**config.mk**
```make
export PLATFORM = sky130hd
export DESIGN_NAME = ixc_tbcall_sched_flat
export DESIGN_NICKNAME = d
export VERILOG_FILES = /design/src/rtl/ixc_tbcall_sched_if.sv /design/src/rtl/ixc_tbcall_sched.sv /design/src/flat_wrapper.sv
export SDC_FILE = /design/constraint.sdc
export NUM_CORES = 1
export LEC_CHECK = 0
export CELL_PAD_IN_SITES_DETAIL_PLACEMENT = 0
export CELL_PAD_IN_SITES_GLOBAL_PLACEMENT = 1
export CORE_ASPECT_RATIO = 0.6
export CORE_UTILIZATION = 31
export DETAILED_ROUTE_END_ITERATION = 10
export GPL_TIMING_DRIVEN = 0
export PLACE_DENSITY_LB_ADDON = 0.1
export SYNTH_ARGS = -nofsm -noshare
export SYNTH_HDL_FRONTEND = slang
export SYNTH_SLANG_ARGS = --single-unit
export TNS_END_PERCENT = 50
```
**constraint.sdc**
```tcl
create_clock -name clk -period 3.65 [get_ports clk]
set_input_delay 1.095 -clock clk [delete_from_list [all_inputs] [get_ports clk]]
set_output_delay 1.095 -clock clk [all_outputs]
set_load 0.02 [all_outputs]
```
**src/rtl/ixc_tbcall_sched_if.sv**
```systemverilog
// Backpressured tbcall channel: call issue (valid/ready) plus completion (ack/rsp).
// The master side is the scheduler; the slave side is the testbench-call endpoint.
interface ixc_tbcall_sched_if #(
  parameter int unsigned DW = 32
) ();

  logic          tbc_valid;
  logic [DW-1:0] tbc_data;
  logic          tbc_ready;
  logic          tbc_ack;
  logic [DW-1:0] tbc_rsp;

  modport master (
    output tbc_valid,
    output tbc_data,
    input  tbc_ready,
    input  tbc_ack,
    input  tbc_rsp
  );

  modport slave (
    input  tbc_valid,
    input  tbc_data,
    output tbc_ready,
    output tbc_ack,
    output tbc_rsp
  );

endinterface

```
**src/rtl/ixc_tbcall_sched.sv**
```systemverilog
// Round-robin scheduler of one shared tbcall channel among NREQ requesters.
// One call in flight: issue handshake, wait for ack (with optional timeout), one-cycle done.
module ixc_tbcall_sched #(
  parameter int unsigned NREQ = 4,
  parameter int unsigned DW   = 32,
  parameter int unsigned TW   = 16
) (
  input  logic                 clk,
  input  logic                 rst_n,
  input  logic [NREQ-1:0]      req_i,
  input  logic [NREQ*DW-1:0]   req_data_i,
  output logic [NREQ-1:0]      gnt_o,
  output logic [NREQ-1:0]      done_o,
  output logic [DW-1:0]        rsp_data_o,
  output logic                 err_timeout_o,
  input  logic [TW-1:0]        timeout_cycles_i,
  output logic                 stray_ack_o,
  ixc_tbcall_sched_if.master   tbc
);

  localparam int unsigned IW = $clog2(NREQ);
  localparam int unsigned CW = IW + 1;

  typedef enum logic [1:0] {
    S_IDLE,
    S_ISSUE,
    S_WAIT,
    S_DONE
  } state_e;

  state_e          state_q,  state_d;
  logic [IW-1:0]   rr_ptr_q, rr_ptr_d;
  logic [IW-1:0]   idx_q,    idx_d;
  logic [NREQ-1:0] gnt_q,    gnt_d;
  logic [NREQ-1:0] done_q,   done_d;
  logic [DW-1:0]   rsp_q,    rsp_d;
  logic            err_q,    err_d;
  logic            valid_q,  valid_d;
  logic [DW-1:0]   data_q,   data_d;
  logic            stray_q,  stray_d;
  logic [TW-1:0]   cnt_q,    cnt_d;
  logic [TW-1:0]   limit_q,  limit_d;

  logic            win_found;
  logic [IW-1:0]   win_idx;
  logic [CW-1:0]   cand;

  // State and datapath registers
  always_ff @(posedge clk or negedge rst_n) begin
    if (!rst_n) begin
      state_q  <= S_IDLE;
      rr_ptr_q <= '0;
      idx_q    <= '0;
      gnt_q    <= '0;
      done_q   <= '0;
      rsp_q    <= '0;
      err_q    <= 1'b0;
      valid_q  <= 1'b0;
      data_q   <= '0;
      stray_q  <= 1'b0;
      cnt_q    <= '0;
      limit_q  <= '0;
    end else begin
      state_q  <= state_d;
      rr_ptr_q <= rr_ptr_d;
      idx_q    <= idx_d;
      gnt_q    <= gnt_d;
      done_q   <= done_d;
      rsp_q    <= rsp_d;
      err_q    <= err_d;
      valid_q  <= valid_d;
      data_q   <= data_d;
      stray_q  <= stray_d;
      cnt_q    <= cnt_d;
      limit_q  <= limit_d;
    end
  end

  // Next-state and output logic
  always_comb begin
    state_d  = state_q;
    rr_ptr_d = rr_ptr_q;
    idx_d    = idx_q;
    gnt_d    = gnt_q;
    done_d   = done_q;
    rsp_d    = rsp_q;
    err_d    = err_q;
    valid_d  = valid_q;
    data_d   = data_q;
    cnt_d    = cnt_q;
    limit_d  = limit_q;
    stray_d  = stray_q | (tbc.tbc_ack & (state_q != S_WAIT));

    // First requester at or above rr_ptr, wrapping modulo NREQ
    win_found = 1'b0;
    win_idx   = '0;
    cand      = '0;
    for (int unsigned k = 0; k < NREQ; k++) begin
      cand = {1'b0, rr_ptr_q} + CW'(k);
      if (cand >= CW'(NREQ)) begin
        cand = cand - CW'(NREQ);
      end
      if (!win_found && req_i[cand[IW-1:0]]) begin
        win_found = 1'b1;
        win_idx   = cand[IW-1:0];
      end
    end

    unique case (state_q)
      S_IDLE: begin
        if (win_found) begin
          idx_d   = win_idx;
          gnt_d   = NREQ'(1) << win_idx;
          data_d  = req_data_i[32'(win_idx)*DW +: DW];
          valid_d = 1'b1;
          state_d = S_ISSUE;
        end
      end

      S_ISSUE: begin
        if (tbc.tbc_ready) begin
          valid_d = 1'b0;
          cnt_d   = '0;
          limit_d = timeout_cycles_i;
          state_d = S_WAIT;
        end
      end

      S_WAIT: begin
        cnt_d = cnt_q + TW'(1);
        // Ack has priority over a timeout landing in the same cycle
        if (tbc.tbc_ack) begin
          rsp_d   = tbc.tbc_rsp;
          err_d   = 1'b0;
          done_d  = gnt_q;
          state_d = S_DONE;
        end else if ((limit_q != '0) && (cnt_q == limit_q - TW'(1))) begin
          rsp_d   = '0;
          err_d   = 1'b1;
          done_d  = gnt_q;
          state_d = S_DONE;
        end
      end

      S_DONE: begin
        rr_ptr_d = (idx_q == IW'(NREQ - 1)) ? '0 : idx_q + IW'(1);
        gnt_d    = '0;
        done_d   = '0;
        err_d    = 1'b0;
        cnt_d    = '0;
        state_d  = S_IDLE;
      end

      default: state_d = S_IDLE;
    endcase
  end

  assign gnt_o         = gnt_q;
  assign done_o        = done_q;
  assign rsp_data_o    = rsp_q;
  assign err_timeout_o = err_q;
  assign stray_ack_o   = stray_q;
  assign tbc.tbc_valid = valid_q;
  assign tbc.tbc_data  = data_q;

endmodule

```
**src/flat_wrapper.sv**
```systemverilog
// flat-port wrapper written by rule: the top's interface ports become plain ports
module ixc_tbcall_sched_flat 
#(
  parameter int unsigned NREQ = 4,
  parameter int unsigned DW   = 32,
  parameter int unsigned TW   = 16
)
  (clk, rst_n, req_i, req_data_i, gnt_o, done_o, rsp_data_o, err_timeout_o, timeout_cycles_i, stray_ack_o, tbc_tbc_valid, tbc_tbc_data, tbc_tbc_ready, tbc_tbc_ack, tbc_tbc_rsp);
  ixc_tbcall_sched_if #(.DW(DW)) tbc_i ();
  input  logic clk;
  input  logic rst_n;
  input  logic [NREQ-1:0] req_i;
  input  logic [NREQ*DW-1:0] req_data_i;
  output logic [NREQ-1:0] gnt_o;
  output logic [NREQ-1:0] done_o;
  output logic [DW-1:0] rsp_data_o;
  output logic err_timeout_o;
  input  logic [TW-1:0] timeout_cycles_i;
  output logic stray_ack_o;
  output wire logic [$bits(tbc_i.tbc_valid)-1:0] tbc_tbc_valid;
  output wire logic [$bits(tbc_i.tbc_data)-1:0] tbc_tbc_data;
  input wire logic [$bits(tbc_i.tbc_ready)-1:0] tbc_tbc_ready;
  input wire logic [$bits(tbc_i.tbc_ack)-1:0] tbc_tbc_ack;
  input wire logic [$bits(tbc_i.tbc_rsp)-1:0] tbc_tbc_rsp;
  assign tbc_tbc_valid = tbc_i.tbc_valid;
  assign tbc_tbc_data = tbc_i.tbc_data;
  assign tbc_i.tbc_ready = tbc_tbc_ready;
  assign tbc_i.tbc_ack = tbc_tbc_ack;
  assign tbc_i.tbc_rsp = tbc_tbc_rsp;
  ixc_tbcall_sched #(.NREQ(NREQ), .DW(DW), .TW(TW)) u_core (.clk(clk), .rst_n(rst_n), .req_i(req_i), .req_data_i(req_data_i), .gnt_o(gnt_o), .done_o(done_o), .rsp_data_o(rsp_data_o), .err_timeout_o(err_timeout_o), .timeout_cycles_i(timeout_cycles_i), .stray_ack_o(stray_ack_o), .tbc(tbc_i));
endmodule
```
Word-level counts from Yosys, hierarchy flattened
Cells that the tools add are included.
- output and inout bits: 75
- word-level logic and storage cells: 106
- register bits after elaboration: 113
- input port bits: 184
- memories kept: 0
- bits in latches: 0
- ROM bits: 0
- memory bits (writable): 0
- multipliers: 0
- reduce and logical (&&, ||, !) cells: 22
- equality and inequality tests: 9
- shifts and indexed selects: 2
- multiplexer cells: 41
- divide/modulo/power cells: 0
- bitwise operators: 2
- add/subtract/negate cells: 10
- magnitude comparators: 8
- operator list (cell ; number):
    128-bit by 8-bit variable part select with 32-bit output ; 1
    32-bit 2-to-1 mux ; 2
    16-bit case mux with 3 select lines ; 1
    2-bit 2-to-1 mux ; 13
    16-bit by 1-bit adder with 16-bit output, second input constant ; 1
    16-bit == test ; 1
    16-bit 2-to-1 mux ; 1
    4-bit case mux with 2 select lines ; 2
    16-bit nonzero test ; 1
    16-bit by 1-bit subtractor with 16-bit output, second input constant ; 1
    2-bit by 3-bit less-than comparator with 1-bit output, second input constant ; 4
    1-bit 2-to-1 mux ; 12
    4-bit 2-to-1 mux ; 3
    2-bit AND reduction ; 6
    3-bit greater-or-equal comparator, second input constant ; 3
    1-bit binary-select mux with 2-bit select ; 4
    2-bit case mux with 4 select lines ; 1
    2-bit nonzero test ; 4
    2-bit by 1-bit subtractor with 2-bit output, second input constant ; 4
    2-bit by 2-bit adder with 3-bit output, second input constant ; 2
    2-bit == test, second input constant ; 3
    3-bit AND reduction ; 2
    1-bit logical AND ; 4
    2-bit inequality test, second input constant ; 2
    other kinds (13) ; 16

Longest topological paths before layout
- word-level depth: 17
- mapped depth: 10
- gate-level depth less buffers: 10

Worst setup path after synthesis
No wires, ideal clock.
- path type: register -> register
- start: register u_core.limit_q[0]
- end: register u_core.state_q[1]
- buffers on the path: 0
- path slack: 604 ps
- clock period less this slack: 3046 ps
- setup time: 128 ps
- data required time: 3522 ps
- stages on the path, launching flop included: 11
- data arrival time: 2918 ps
- cell sequence: dfrtp_1 inv_1 ha_1 or3b_2 or4_1 a211oi_1 o2111ai_1 nor4_4 a21oi_2 a221oi_2 mux2_1
- cells in the longest elaborated chain, start to end: 5
- elaborated cells on any way between the ends: 6
- those cells by class: add/sub: 1; eq/ne: 2; reduce/logical: 3
- ends and longest elaborated chain (what ; line ; text):
    from (decl) ; ixc_tbcall_sched.sv:42 ; logic [TW-1:0] limit_q, limit_d;
    from (signal assigned) ; ixc_tbcall_sched.sv:75 ; limit_q <= limit_d;
    16-bit by 1-bit subtractor with 16-bit output ; ixc_tbcall_sched.sv:137 ; end else if ((limit_q != '0) && (cnt_q == limit_q - TW'(1))) begin
    16-bit == test ; ixc_tbcall_sched.sv:137 ;
    1-bit logical AND (*) ; ixc_tbcall_sched.sv:137 ;
    3-bit by 2-bit inequality test with 1-bit output (no source line) (*) ; - ;
    3-bit AND reduction (no source line) (*) ; - ;
    to (signal assigned) ; ixc_tbcall_sched.sv:64 ; state_q <= state_d;
    to (decl) ; ixc_tbcall_sched.sv:31 ; state_e state_q, state_d;
Every way passes the cells marked *; elsewhere a longest branch is shown, timed or not.
A chain may end at the register's enable or synchronous reset.

Worst setup path after layout
Same ends and word-level chain as after synthesis.

==> metrics.txt <==
# TYPE chip_impl_metric gauge
chip_impl_metric{name="hold_ws",unit="ps"} 457.6
chip_impl_metric{name="antenna_found_initial",unit=""} 0
chip_impl_metric{name="routabilityCongestion",unit=""} 0.7962
chip_impl_metric{name="drv.max_cap_violation_count",unit=""} 0
chip_impl_metric{name="finish.cell_count_without_fillers",unit=""} 1280
chip_impl_metric{name="path_clk_slew",unit="ps"} 50
chip_impl_metric{name="routed_wl_per_cell",unit="um"} 16.17
chip_impl_metric{name="rrSetupSlack",unit="ps"} 160
chip_impl_info{name="worst_path_max_delay_cell",value="sky130_fd_sc_hd__or4_1"} 1
chip_impl_metric{name="synth_top_cell_area_share",unit=""} 0.4619
chip_impl_metric{name="synth_compound_area_frac",unit=""} 0.1596
chip_impl_metric{name="timing.critical_path.arrival",unit="ps"} 3770
chip_impl_metric{name="overflow",unit=""} 0
chip_impl_metric{name="finish.instance_area",unit="sq um"} 9659
chip_impl_metric{name="syn-cell-area",unit="sq um"} 6122
chip_impl_info{name="cts_tree",value="built"} 1
chip_impl_metric{name="slew_headroom",unit=""} 0.4953
chip_impl_info{name="run_status",value="finished, final reports clean"} 1
chip_impl_metric{name="cellLeakagePower",unit="nW"} 4.148
chip_impl_metric{name="pin_count",unit=""} 259
chip_impl_metric{name="drcViolationCount",unit=""} 0
chip_impl_metric{name="synth_cells",unit=""} 723
chip_impl_metric{name="critPathMaxFanout",unit=""} 6
chip_impl_metric{name="p_per_area",unit="nW/um^2"} 788.1
chip_impl_metric{name="placeableCoreArea",unit="sq um"} 19180
chip_impl_metric{name="first_global_vias",unit=""} 5876
chip_impl_metric{name="synth_net_count",unit=""} 914
chip_impl_info{name="timing.rr.end",value="u_core.state_q[1]$_DFFE_PN0P_"} 1
chip_impl_metric{name="postPlaceCellArea",unit="sq um"} 9066
chip_impl_metric{name="maximum_number_of_pins_on_one_net_before_global_route_repair",unit=""} 88
chip_impl_metric{name="dr.first_iter.drc_count",unit=""} 335
chip_impl_info{name="grt_setup_unrepaired",value="yes"} 1
chip_impl_metric{name="detailedRoute.firstPassIterationCount",unit=""} 5
chip_impl_metric{name="h-tree-depth",unit=""} 4
chip_impl_metric{name="clkLatencyLatePin",unit="ps"} 400
chip_impl_metric{name="yosys.area_share.adder",unit=""} 0.01431
chip_impl_metric{name="post_place_cells",unit=""} 1248
chip_impl_metric{name="cts-root-to-sink-buffers",unit=""} 2
chip_impl_metric{name="die-area",unit="sq um"} 20330
chip_impl_metric{name="port_buffers",unit=""} 258
chip_impl_metric{name="whs_path_depth",unit=""} 1
chip_impl_metric{name="met2WireLength",unit="um"} 8452
chip_impl_info{name="timing.critical_path.from",value="u_core.limit_q[0]$_DFFE_PN0P_"} 1
chip_impl_metric{name="finalSetupViolations",unit=""} 0
chip_impl_metric{name="area_used_by_sequential_logic_in_the_layout",unit="sq um"} 2828
chip_impl_metric{name="cts_buffers",unit=""} 17
chip_impl_info{name="root_buffer",value="sky130_fd_sc_hd__clkbuf_16"} 1
chip_impl_info{name="critical_path.endpoint_type",value="register"} 1
chip_impl_metric{name="final_max_slew_viol_count",unit=""} 0
chip_impl_metric{name="route.antenna.remaining_nets",unit=""} 0
chip_impl_metric{name="multiInputGateArea",unit="sq um"} 3087
chip_impl_metric{name="synth-edff-count",unit=""} 0
chip_impl_metric{name="ys_async_sr_fraction",unit=""} 1.000
chip_impl_metric{name="tightest_slew",unit="ps"} 750.1
chip_impl_metric{name="std_cell_rows",unit=""} 39
chip_impl_metric{name="synth.lib_cells_used.distinct",unit=""} 52
chip_impl_metric{name="cts.hold.buffers_added",unit=""} 0
chip_impl_metric{name="period_minus_slack",unit="ps"} 3488
chip_impl_info{name="highest_layer",value="met4"} 1
chip_impl_metric{name="flow.area_growth_from_synthesis",unit="%"} 57.78
chip_impl_metric{name="timing.critical_path.required",unit="ps"} 3930
chip_impl_metric{name="drive_above_1_share",unit=""} 0.06410
chip_impl_metric{name="timing.final.crit_share",unit=""} 0.9556
chip_impl_info{name="reg2reg_from",value="u_core.limit_q[0]$_DFFE_PN0P_"} 1
chip_impl_metric{name="route.detailed.vias_per_inst",unit=""} 4.814
chip_impl_metric{name="worst-r2r-cell-count",unit=""} 10
chip_impl_metric{name="met3WireLength",unit="um"} 1466
chip_impl_metric{name="timing.critical_path.slowest_cell_delay",unit="ps"} 540
chip_impl_metric{name="finalWirelength",unit="um"} 20700
chip_impl_metric{name="nets",unit=""} 1192
chip_impl_metric{name="numClockSinks",unit=""} 113
chip_impl_info{name="timing.critical_path.cells",value="inv_1 -> ha_1 -> or3b_2 -> or4_1 -> a211oi_1 -> o2111ai_1 -> nor4_4 -> a21oi_2 -> a221oi_2 -> mux2_1"} 1
chip_impl_metric{name="die_w",unit="um"} 183.4
chip_impl_metric{name="synth_xor_xnor_area_share",unit=""} 0.03863
chip_impl_metric{name="antennaDiodeCount",unit=""} 0
chip_impl_metric{name="synth_seq_cells",unit=""} 113
chip_impl_metric{name="dp_hpwl",unit="um"} 15780
chip_impl_metric{name="avgSynthCellArea",unit="sq um"} 8.468
chip_impl_metric{name="num-fill-cells",unit=""} 1840
chip_impl_metric{name="post_route_m1_wl",unit="um"} 10690
chip_impl_info{name="synth.top_cells.by_area",value="sky130_fd_sc_hd__dfrtp_1 46%, sky130_fd_sc_hd__nand2_1 14%, sky130_fd_sc_hd__o21ai_0 5.8%"} 1
chip_impl_metric{name="start_util",unit=""} 0.3192
chip_impl_metric{name="fmax",unit="MHz"} 286.7
chip_impl_metric{name="die_height",unit="um"} 110.9
chip_impl_metric{name="grt.total_usage",unit=""} 0.2082
chip_impl_metric{name="grt_pass1_wl",unit="um"} 32910
chip_impl_metric{name="yosys_warnings",unit=""} 0
chip_impl_metric{name="synth_simple_gate_area_frac",unit=""} 0.2489
chip_impl_metric{name="num_vias",unit=""} 6162
chip_impl_info{name="hold_class",value="reg -> reg"} 1
chip_impl_metric{name="timing.clock.skew",unit="ps"} 12.11
chip_impl_info{name="crit_path_start_kind",value="register"} 1
chip_impl_metric{name="synth_mux_area_frac",unit=""} 0.04169
chip_impl_info{name="worstSetupEndpoint",value="u_core.state_q[1]$_DFFE_PN0P_"} 1
chip_impl_metric{name="vdd_ir_max",unit="uV"} 382.9
chip_impl_info{name="combinational_family_with_the_most_area_after_synthesis",value="simple AND/OR/NAND/NOR gates"} 1
chip_impl_metric{name="hold_violations",unit=""} 0
chip_impl_metric{name="synth.yosys.seq_area_share",unit=""} 0.4619
chip_impl_info{name="critical_path_class",value="reg -> reg"} 1
chip_impl_info{name="synth_flop_cell",value="sky130_fd_sc_hd__dfrtp_1"} 1
chip_impl_info{name="synth_largest_area_cell",value="sky130_fd_sc_hd__dfrtp_1"} 1
==> synth_stat cells (all sizes together), types with 5 or more instances <==
cell type  number
nand2         230
dfrtp         113
o21ai          71
nand3          49
a22o           38
clkbuf         38
nor2           26
mux2           20
xnor2          15
inv            12
xor2           12
a21oi           8
nor4            8
ha              7
a21o            6
buf             6
nand2b          6
nand4           5
==> cell type report <==
class | instances | share of cell area
buffer | 44 | 0.01775
sequential | 113 | 0.2927
inverter | 12 | 0.004663
tap | 266 | 0.03446
timing repair buffer | 259 | 0.2703
clock buffer | 17 | 0.04404
clock inverter | 15 | 0.01645
multi-input combinational | 554 | 0.3196
==> cell usage in the layout, fill, tap and decap left out, types with 4 or more instances in the layout <==
| cell type | n |
|---|---|
| sky130_fd_sc_hd__a22o_1 | 38 |
| sky130_fd_sc_hd__clkbuf_1 | 36 |
| sky130_fd_sc_hd__nand2_1 | 230 |
| sky130_fd_sc_hd__a21o_1 | 6 |
| sky130_fd_sc_hd__clkbuf_16 | 17 |
| sky130_fd_sc_hd__or4_1 | 4 |
| sky130_fd_sc_hd__a21oi_1 | 7 |
| sky130_fd_sc_hd__xor2_1 | 12 |
| sky130_fd_sc_hd__clkinv_4 | 4 |
| sky130_fd_sc_hd__xnor2_1 | 15 |
| sky130_fd_sc_hd__mux2_2 | 19 |
| sky130_fd_sc_hd__dfrtp_1 | 113 |
| sky130_fd_sc_hd__nand2b_1 | 6 |
| sky130_fd_sc_hd__o21ai_0 | 71 |
| sky130_fd_sc_hd__nand3_1 | 49 |
| sky130_fd_sc_hd__ha_1 | 7 |
| sky130_fd_sc_hd__nor4_1 | 6 |
| sky130_fd_sc_hd__nand3b_1 | 4 |
| sky130_fd_sc_hd__nor3_1 | 4 |
| sky130_fd_sc_hd__nor2_1 | 26 |
| sky130_fd_sc_hd__nand4_1 | 5 |
| sky130_fd_sc_hd__inv_1 | 12 |
| sky130_fd_sc_hd__clkdlybuf4s50_1 | 257 |
==> kinds of logic (layout without fill, tap and decap cells) <==
group,count (synthesis),in the layout
fa+ha+maj,7,7
simple gates,350,350
flops,113,113
xor+xnor,27,27
mux,23,23
buf+inv,56,347
compound gates,147,147
==> registers in the layout, indices dropped and copies added, names as in the netlist <==
register              count
u_core.err_timeout_o      1
u_core.state_q            2
u_core.rsp_data_o        32
u_core.gnt_o              4
u_core.cnt_q             16
u_core.tbc.tbc_valid      1
u_core.rr_ptr_q           2
u_core.limit_q           16
u_core.tbc.tbc_data      32
u_core.done_o             4
u_core.stray_ack_o        1
u_core.idx_q              2
==> power breakdown <==
| group | switching, mW | internal (mW) |
|---|---|---|
| clock network | 0.640 | 1.01 |
| logic | 2.10 | 1.66 |
| registers | 0.426 | 1.78 |
| total | 3.16 | 4.45 |
==> what timing repair did <==
action,in CTS,in global routing
endpoints found under the setup margin,0,9
gates resized for setup,0,5
setup buffers,0,0
==> critical path, delay by kind of cell, from the launching register on <==
family,cells,cell delay [ps]
AOI/OAI and AO/OA,4,930
muxes,1,350
and+or+nand+nor,3,1370
buffers and inverters,1,80
adders and majority gates,1,210
DFF,1,430
==> layer usage <==
layer  global-route usage  vias up
li1                     -     3068
met1               0.3252     2900
met2               0.2866      186
met3              0.05158        8
met4              0.03667        0
met5                    0        -
==> worst min-delay path by stage <==
stage	start	end	slack, ps
2_1_floorplan	u_core.idx_q[1]$_DFFE_PN0P_	u_core.idx_q[1]$_DFFE_PN0P_	450
3_3_place_gp	u_core.stray_ack_o$_DFF_PN0_	u_core.stray_ack_o$_DFF_PN0_	440
3_5_place_dp	u_core.stray_ack_o$_DFF_PN0_	u_core.stray_ack_o$_DFF_PN0_	450
4_1_cts	u_core.stray_ack_o$_DFF_PN0_	u_core.stray_ack_o$_DFF_PN0_	460
5_1_grt	u_core.stray_ack_o$_DFF_PN0_	u_core.stray_ack_o$_DFF_PN0_	490
6_report	u_core.stray_ack_o$_DFF_PN0_	u_core.stray_ack_o$_DFF_PN0_	460
==> metrics by stage <==
step	TNS [ps]	total power, mW	utilization	setup WS (ps)
2_1_floorplan	0	4.293	-	604.0
3_3_place_gp	-351660	5.964	0.4713	-3114
3_5_place_dp	-1503	5.983	0.4728	-174.0
4_1_cts	0	7.687	0.5032	143.4
5_1_grt	-29.72	8.190	0.5037	-23.30
6_report	0	7.612	0.5037	161.9
Note: power is estimated with default switching activity, not from simulation.
